**src/rtl/dplca_txop_table_pkg.sv**
```systemverilog
// Shared encodings and constants for the DPLCA TXOP claim table.
package dplca_txop_table_pkg;

    localparam int unsigned TXOP_ID_W              = 8;
    localparam int unsigned CLAIM_W                = 1 << TXOP_ID_W;
    localparam int unsigned AGE_W                  = 8;
    localparam int unsigned DPLCA_AGING_CYCLES_DEF = 8;

    typedef enum logic [1:0] {
        BEACON = 2'b00,
        COMMIT = 2'b01,
        NONE   = 2'b10
    } rx_cmd_e;

    localparam logic ON   = 1'b1;
    localparam logic OFF  = 1'b0;
    localparam logic OK   = 1'b1;
    localparam logic FAIL = 1'b0;

    // Node count is max id + 1, held at the top of the 8-bit range.
    function automatic logic [TXOP_ID_W-1:0] sat_inc(input logic [TXOP_ID_W-1:0] v);
        return (v == {TXOP_ID_W{1'b1}}) ? v : TXOP_ID_W'(v + 1'b1);
    endfunction

endpackage

```
**src/rtl/dplca_beacon_detect.sv**
```systemverilog
// Tracks the previous rx command and strobes the first clock of each beacon.
module dplca_beacon_detect
    import dplca_txop_table_pkg::*;
(
    input  logic       clk,
    input  logic       plca_reset_n,
    input  logic [1:0] rx_cmd,
    output logic       beacon_edge_c
);

    logic [1:0] rx_cmd_q;
    logic [1:0] rx_cmd_d;

    always_comb begin
        rx_cmd_d = rx_cmd;
    end

    // History resets to BEACON so reset release never looks like an edge.
    always_ff @(posedge clk) begin
        if (!plca_reset_n) begin
            rx_cmd_q <= BEACON;
        end else begin
            rx_cmd_q <= rx_cmd_d;
        end
    end

    assign beacon_edge_c = (rx_cmd == BEACON) && (rx_cmd_q != BEACON);

endmodule

```
**src/rtl/dplca_txop_table.sv**
```systemverilog
// Per-TXOP claim accumulation across beacon cycles with windowed aging,
// publishing the claim table and node count at each beacon boundary.
module dplca_txop_table
    import dplca_txop_table_pkg::*;
#(
    parameter int unsigned DPLCA_AGING_CYCLES = DPLCA_AGING_CYCLES_DEF
) (
    input  logic               clk,
    input  logic               plca_reset_n,
    input  logic               dplca_aging,
    input  logic [1:0]         rx_cmd,
    input  logic               txop_valid,
    input  logic [7:0]         txop_id,
    input  logic               txop_claimed,
    output logic [CLAIM_W-1:0] txop_claim_table,
    output logic [7:0]         dplca_txop_id,
    output logic [7:0]         dplca_txop_node_count,
    output logic               dplca_txop_table_upd,
    output logic               dplca_new_age
);

    localparam logic [AGE_W-1:0] AGE_LAST = AGE_W'(DPLCA_AGING_CYCLES - 1);

    logic                 beacon_edge_c;

    logic [CLAIM_W-1:0]   table_q,   table_d;
    logic [CLAIM_W-1:0]   cur_q,     cur_d;
    logic [CLAIM_W-1:0]   win_q,     win_d;
    logic [AGE_W-1:0]     age_q,     age_d;
    logic [TXOP_ID_W-1:0] max_q,     max_d;
    logic [TXOP_ID_W-1:0] id_q,      id_d;
    logic [TXOP_ID_W-1:0] cnt_q,     cnt_d;
    logic                 upd_q,     upd_d;
    logic                 new_age_q, new_age_d;

    logic [CLAIM_W-1:0]   cur_n;
    logic [TXOP_ID_W-1:0] max_n;

    dplca_beacon_detect u_beacon_detect (
        .clk           (clk),
        .plca_reset_n  (plca_reset_n),
        .rx_cmd        (rx_cmd),
        .beacon_edge_c (beacon_edge_c)
    );

    // Capture, boundary publish and aging; a TXOP on the edge clock belongs to the ending cycle.
    always_comb begin
        table_d   = table_q;
        cur_d     = cur_q;
        win_d     = win_q;
        age_d     = age_q;
        max_d     = max_q;
        id_d      = id_q;
        cnt_d     = cnt_q;
        upd_d     = 1'b0;
        new_age_d = 1'b0;
        cur_n     = cur_q;
        max_n     = max_q;

        if (dplca_aging == OFF) begin
            table_d = '0;
            cur_d   = '0;
            win_d   = '0;
            age_d   = '0;
            max_d   = '0;
            id_d    = '0;
        end else begin
            if (txop_valid) begin
                id_d = txop_id;
                if (txop_claimed) begin
                    cur_n[txop_id] = 1'b1;
                end
                if (txop_id > max_n) begin
                    max_n = txop_id;
                end
            end
            cur_d = cur_n;
            max_d = max_n;

            if (beacon_edge_c) begin
                if (age_q == AGE_LAST) begin
                    table_d   = win_q | cur_n;
                    win_d     = '0;
                    age_d     = '0;
                    new_age_d = 1'b1;
                end else begin
                    table_d = table_q | cur_n;
                    win_d   = win_q | cur_n;
                    age_d   = AGE_W'(age_q + 1'b1);
                end
                upd_d = 1'b1;
                cnt_d = sat_inc(max_n);
                cur_d = '0;
                max_d = '0;
                id_d  = '0;
            end
        end
    end

    always_ff @(posedge clk) begin
        if (!plca_reset_n) begin
            table_q   <= '0;
            cur_q     <= '0;
            win_q     <= '0;
            age_q     <= '0;
            max_q     <= '0;
            id_q      <= '0;
            cnt_q     <= '0;
            upd_q     <= 1'b0;
            new_age_q <= 1'b0;
        end else begin
            table_q   <= table_d;
            cur_q     <= cur_d;
            win_q     <= win_d;
            age_q     <= age_d;
            max_q     <= max_d;
            id_q      <= id_d;
            cnt_q     <= cnt_d;
            upd_q     <= upd_d;
            new_age_q <= new_age_d;
        end
    end

    assign txop_claim_table      = table_q;
    assign dplca_txop_id         = id_q;
    assign dplca_txop_node_count = cnt_q;
    assign dplca_txop_table_upd  = upd_q;
    assign dplca_new_age         = new_age_q;

endmodule

```
**config.mk**
```make
export PLATFORM = sky130hd
export DESIGN_NAME = dplca_txop_table
export DESIGN_NICKNAME = d
export VERILOG_FILES = /design/src/rtl/dplca_txop_table_pkg.sv /design/src/rtl/dplca_beacon_detect.sv /design/src/rtl/dplca_txop_table.sv
export SDC_FILE = /design/constraint.sdc
export NUM_CORES = 1
export LEC_CHECK = 0
export BUFFER_PORTS_ARGS = -buffer_cell sky130_fd_sc_hd__buf_2
export CAP_MARGIN = 20
export CORE_MARGIN = 1
export CORE_UTILIZATION = 40
export CTS_CLUSTER_DIAMETER = 40
export DETAILED_ROUTE_END_ITERATION = 8
export HOLD_SLACK_MARGIN = 0.1
export PLACE_DENSITY = 0.7
export SYNTH_ARGS = -nofsm -noshare
export SYNTH_HDL_FRONTEND = slang
export SYNTH_SLANG_ARGS = --single-unit
```
**constraint.sdc**
```tcl
create_clock -name clk -period 4.7 [get_ports clk]
set_clock_uncertainty 0.1 [all_clocks]
set_input_delay 0.47 -clock clk [delete_from_list [all_inputs] [get_ports clk]]
set_output_delay 0.47 -clock clk [all_outputs]
set_load 0.01 [all_outputs]
```
Yosys cells after proc, flatten, opt, wreduce, memory -nomap -nowiden
Index checks and enable logic that the tools add are counted.
{"block": "word_totals", "regBits": 804, "in_bits": 15, "word_cells": 44, "out_inout_bits": 274}
{"block": "op_classes", "reduce_logical": 8, "mux": 14, "add_sub_neg": 2, "eq_ne": 2, "n_bitwise": 5, "n_lt_le_gt_ge": 3}
{"op": "256-bit 2-to-1 mux", "count": 5}
{"op": "256-bit OR", "count": 3}
{"op": "8-bit 2-to-1 mux", "count": 5}
{"op": "8-bit by 1-bit adder with 8-bit output, second input constant", "count": 2}
{"op": "8-bit by 9-bit less-than comparator with 1-bit output, second input constant", "count": 1}
{"op": "1-bit demux with 8-bit select", "count": 1}
{"op": "8-bit by 3-bit == test with 1-bit output, second input constant", "count": 1}
{"op": "8-bit == test, second input constant", "count": 1}
{"op": "8-bit by 1-bit greater-or-equal comparator with 1-bit output, second input constant", "count": 1}
{"op": "8-bit > comparator", "count": 1}
{"op": "2-bit AND reduction", "count": 2}
{"op": "1-bit 2-to-1 mux", "count": 3}
{"op": "3-bit AND reduction", "count": 1}
{"op": "3-bit OR reduction", "count": 1}
{"op": "1-bit logical AND", "count": 2}
{"op": "2-bit zero test", "count": 1}
{"op": "1-bit inverter", "count": 2}
{"op": "2-bit nonzero test", "count": 1}

Logic depth before layout (Yosys ltp)
{"block": "depth", "word_depth": 10, "depth_mapped": 9, "depth_no_buf": 7}

Cells and area by module
Synthesis repeated with hierarchy kept, for this count alone.
{"block": "unflattened", "hier_cells": 3046, "hier_area_um2": 27073.5}
{"mod": "dplca_txop_table", "area_per_inst_um2": 27005.9, "seq_area_each_um2": 16055.4, "n_inst": 1, "cells_each": 3040}
{"mod": "dplca_beacon_detect", "area_per_inst_um2": 67.6, "seq_area_each_um2": 40.0, "n_inst": 1, "cells_each": 6}

Worst setup path after synthesis
No wires, ideal clock.
{"block": "synth_timing", "kind": "input-to-reg", "start": "input txop_id[0]", "end": "register cnt_q[7], in the netlist dplca_txop_node_count[7]", "setup_ns": 0.091, "n_path_buf": 2, "arrival_time_ns": 2.159, "t_required_ns": 4.509, "path_slack_ns": 2.350, "path_stages": 9, "cell_sequence": "buf_2 inv_1 ha_1 nand4_1 nand2_1 a211oi_1 clkbuf_1 nor3_1 a311oi_1"}
{"block": "synth_via", "elab_chain_len": 6, "word_cells_on_any_way": 7, "classes_between": "add/sub: 1; order compare: 1; eq/ne: 1; mux: 4"}
{"element": "from (decl)", "line": "dplca_txop_table.sv:13", "rtl": "input logic [7:0] txop_id,"}
{"element": "8-bit > comparator", "line": "dplca_txop_table.sv:73", "rtl": "if (txop_id > max_n) begin"}
{"element": "8-bit 2-to-1 mux (*)", "line": "dplca_txop_table.sv:73"}
{"element": "8-bit 2-to-1 mux (*)", "line": "dplca_txop_table.sv:68", "rtl": "if (txop_valid) begin"}
{"element": "8-bit 2-to-1 mux (*)", "line": "dplca_txop_table.sv:60", "rtl": "if (dplca_aging == OFF) begin"}
{"element": "8-bit by 1-bit adder with 8-bit output or 8-bit == test (tied branches)", "line": "dplca_txop_table_pkg.sv:22", "rtl": "return (v == {TXOP_ID_W{1'b1}}) ? v : TXOP_ID_W'(v + 1'b1);"}
{"element": "8-bit 2-to-1 mux (*)", "line": "dplca_txop_table_pkg.sv:22"}
{"element": "to (signal assigned)", "line": "dplca_txop_table.sv:118", "rtl": "cnt_q <= cnt_d;"}
{"element": "to (decl)", "line": "dplca_txop_table.sv:32", "rtl": "logic [TXOP_ID_W-1:0] cnt_q, cnt_d;"}
Mark *: on every way between the ends. The rest lies on a longest branch, timed or not. The select of a mux whose other input is x is not followed.
A chain may end at the register's enable or synchronous reset.

Worst setup path in the final report
{"block": "layout_timing", "start": "input txop_id[3]", "end": "register table_q[2], in the netlist txop_claim_table[2]"}
{"block": "layout_via", "elab_chain_len": 10, "word_cells_on_any_way": 12, "classes_between": "order compare: 2; mux: 6; bitwise: 3; reduce/logical: 1"}
{"element": "8-bit by 9-bit less-than comparator with 1-bit output (not written as such) or 8-bit by 1-bit greater-or-equal comparator with 1-bit output (tied branches)", "line": "dplca_txop_table.sv:71", "rtl": "cur_n[txop_id] = 1'b1;"}
{"element": "1-bit logical AND (not written as such)", "line": "dplca_txop_table.sv:71"}
{"element": "1-bit 2-to-1 mux (not written as such)", "line": "dplca_txop_table.sv:71"}
{"element": "1-bit demux with 8-bit select (*)", "line": "dplca_txop_table.sv:71"}
{"element": "256-bit OR (no line) (*)"}
{"element": "256-bit 2-to-1 mux (*)", "line": "dplca_txop_table.sv:70", "rtl": "if (txop_claimed) begin"}
{"element": "256-bit 2-to-1 mux (*)", "line": "dplca_txop_table.sv:68"}
{"element": "256-bit 2-to-1 mux (*)", "line": "dplca_txop_table.sv:60"}
{"element": "256-bit OR (on tied branches)", "line": "dplca_txop_table.sv:87, dplca_txop_table.sv:82"}
{"element": "256-bit 2-to-1 mux (*)", "line": "dplca_txop_table.sv:81", "rtl": "if (age_q == AGE_LAST) begin"}
{"element": "to (signal assigned)", "line": "dplca_txop_table.sv:112", "rtl": "table_q <= table_d;"}
{"element": "to (decl)", "line": "dplca_txop_table.sv:26", "rtl": "logic [CLAIM_W-1:0] table_q, table_d;"}
Marks and branches as above.

==> out/results.ini <==
[worst_setup_path]
worstPathCellList = dlygate4sd3_1 > buf_2 > nand2b_1 > nor3b_1 > nor2b_4 > a221oi_1 > o21ai_0
startpoint = txop_id[3]
crit_arrival_ns = 3.41
slowest_stage = nor2b_4
critPathKind = in -> reg
timing.rr.start = age_q[0]$_SDFFE_PN0P_
crit_required_ns = 5.18
worstReg2RegEnd = win_q[103]$_SDFFE_PN0P_
r2r_cells = 7
cp.buffers_inverters = 2
slowest_delay_ns = 0.88
r2r_slack_ns = 1.81
path_max_fanout = 32
cp-start-kind = primary input
end_kind = flip-flop
endpoint = txop_claim_table[2]$_SDFFE_PN0P_
cp_top_family = simple AND/OR/NAND/NOR gates
cp.depth = 7

[layout]
layout_commonest_cell = dfxtp_1
drive_above_1_share_pct = 16.62
syn_to_final_growth_pct = 21.40
nets = 3307
antennaDiodeCount = 0
mostFrequentLayoutCells = dfxtp_1, nand2_1, a21oi_1

[floorplanning]
rows = 95
io_pins = 289
start_util_pct = 40.65
die_x_um = 263.9
die_area_um2 = 69670
die_y_um = 263.9
core_um2 = 67510

[yosys]
synthArstFlopShare_pct = 0
syn_nets = 3102
synth_top_area_share_pct = 58.64
syn_inst = 3078
post_synth_num_cell_types = 48
ys_ff_latch = 804
postSynthAreaPerCell_um2 = 8.917
synth-edff-count = 0
synth_seq_area_share_pct = 58.64
synth.area.top_cells = dfxtp_1, a21oi_1, nand2_1
synth_area_um2 = 27450
synth_warnings = 0
yosysTopAreaCell = dfxtp_1
ys.flop_type = dfxtp_1

[sta]
tightest_slew_ns = 1.234
setup_viol = 0
rsz0062_at_grt = false
setup_tns_ns = 0
final.period_utilization_pct = 62.36
drv_slew = 0
fin_hold_ws_ns = 0.1691
max_slew_margin_pct = 17.71
max_freq_mhz = 341.2
hold_viol = 0
fin_crit_ns = 2.931

[outcome]
outcome = finished clean

[place]
io_buffer_count = 288
hpwl_mm = 44.69
gp_congestion = 0.7832

[drt]
ant_nets = 0
via_per_inst = 5.302
routed_wl_mm = 76.48
post_drt_wl_per_cell_um = 18.00
dr.pass1.iters = 5
dr.first_iter.drc_count = 1696
drc = 0
vias = 22523

[clock_network]
cts_hold_buf = 7
cts_tree = done
post_cts_buffers = 0
cts.sinks = 804
clk_latency_ns = 0.66
clk_pin_slew_ns = 0.06
cts_buffers = 107
clockBufferDepth = 3
htreeDepth = 3
ctsResizeCount = 0
clockRootBuffer = clkbuf_16

[global_routing]
overflow = 0
grt_pass1_wl_mm = 118.2
grt_pass1_vias = 20641
antenna_found_initial = 0
grt_max_degree = 198
groute.usage.overall_pct = 21.34

[power_and_ir_drop]
pwr_density_cell_nw_per_um2 = 465.2
leakage_uw = 0.01386
peakVddDrop_mv = 0.3045

[flow_run]
max_cap_viol_count = 0

[min_path]
min_path_type = in -> reg

-- logic make-up (layout without fill, tap and decap cells) --
family                     Yosys count  in the layout  synth area share [%]
DFF                                804            804                 58.64
xor gates and xnor gates             6              6                0.1915
buffers and inverters              262            559                 4.518
AOI/OAI and AO/OA                 1089           1089                 22.76
adders and majority gates            9              9                0.4103
and+or+nand+nor                    898            898                 13.11
muxes                               10             10                0.3647
-- worst register-to-register path: cells and delay by family (launching register included) --
family	cells	cell delay, ns
AOI/OAI and AO/OA	1	0.24
adders and majority gates	1	0.24
buffers and inverters	2	0.70
DFF	1	0.38
and+or+nand+nor	3	1.11
-- per-stage QoR --
step	util (%)	total power (µW)	area [µm²]	setup WS, ns	std cells
final	49.35	15500	33320	1.769	4248
after global routing	49.35	15950	33320	1.594	4248
after CTS	49.30	15630	33280	1.661	4246
after detailed placement	43.62	7308	29450	1.656	4038
after global placement	43.60	7305	29440	1.647	4037
after floorplan	-	7187	27450	2.350	3078
-- flip-flops by register name, summed over array words and instances (netlist names) --
signal	flops
cur_q	256
dplca_new_age	1
age_q	8
dplca_txop_table_upd	1
u_beacon_detect.rx_cmd_q	2
txop_claim_table	256
dplca_txop_id	8
win_q	256
max_q	8
dplca_txop_node_count	8
-- cell type report --
cell class | count | area (µm²)
fill | 6298 | 34200
clock inverter | 63 | 774.5
tap | 873 | 1092
clock buffer | 138 | 2987
sequential | 804 | 16100
multi-input combinational | 2012 | 10280
timing repair buffer | 348 | 2049
inverter | 10 | 37.54
-- cells in the mapped netlist (3+ instances only) --
library cell	count
inv_1	10
nor2b_1	5
nand3_1	16
a21o_1	195
a31oi_1	3
mux2i_1	10
o211ai_1	4
dfxtp_1	804
ha_1	9
nand2_1	527
o21ai_0	312
nor4_1	6
nor3_1	13
buf_1	13
buf_2	61
a21oi_1	468
a221oi_1	65
and2_1	5
and4_1	3
buf_6	23
xor2_1	5
nand4_1	6
a311oi_1	4
and3_1	4
a211oi_1	3
nand2b_1	9
nor2_1	288
o21ai_1	28
clkbuf_1	153
-- worst min-delay path by stage --
stage                                        from                                  to  slack (ns)  cells after the start
5_1_grt                               dplca_aging               age_q[2]$_SDFFE_PN0P_        0.18                      3
6_report                              dplca_aging               age_q[2]$_SDFFE_PN0P_        0.17                      3
3_3_place_gp   txop_claim_table[157]$_SDFFE_PN0P_  txop_claim_table[157]$_SDFFE_PN0P_        0.33                      1
2_1_floorplan             win_q[101]$_SDFFE_PN0P_             win_q[101]$_SDFFE_PN0P_        0.32                      2
3_5_place_dp   txop_claim_table[165]$_SDFFE_PN0P_  txop_claim_table[165]$_SDFFE_PN0P_        0.33                      1
4_1_cts                               dplca_aging               age_q[2]$_SDFFE_PN0P_        0.13                      3
-- routing by layer --
| layer | part of all wire [%] | global-route usage, % | wire (µm) |
|---|---|---|---|
| met1 | 45 | 28.48 | 34130 |
| met2 | 47 | 34.54 | 35920 |
| met3 | 6.0 | 3.952 | 4604 |
| met4 | 2.4 | 7.338 | 1811 |
| met5 | 0 | 0 | 0 |
-- where the power goes --
group          internal [µW]  leakage, µW  total [µW]  switching (µW)
registers               6830      0.00647        6830            6.70
logic                   68.7      0.00557         333             265
clock network           5120      0.00182        8330            3210
Power figures use the tool's default switching activity.
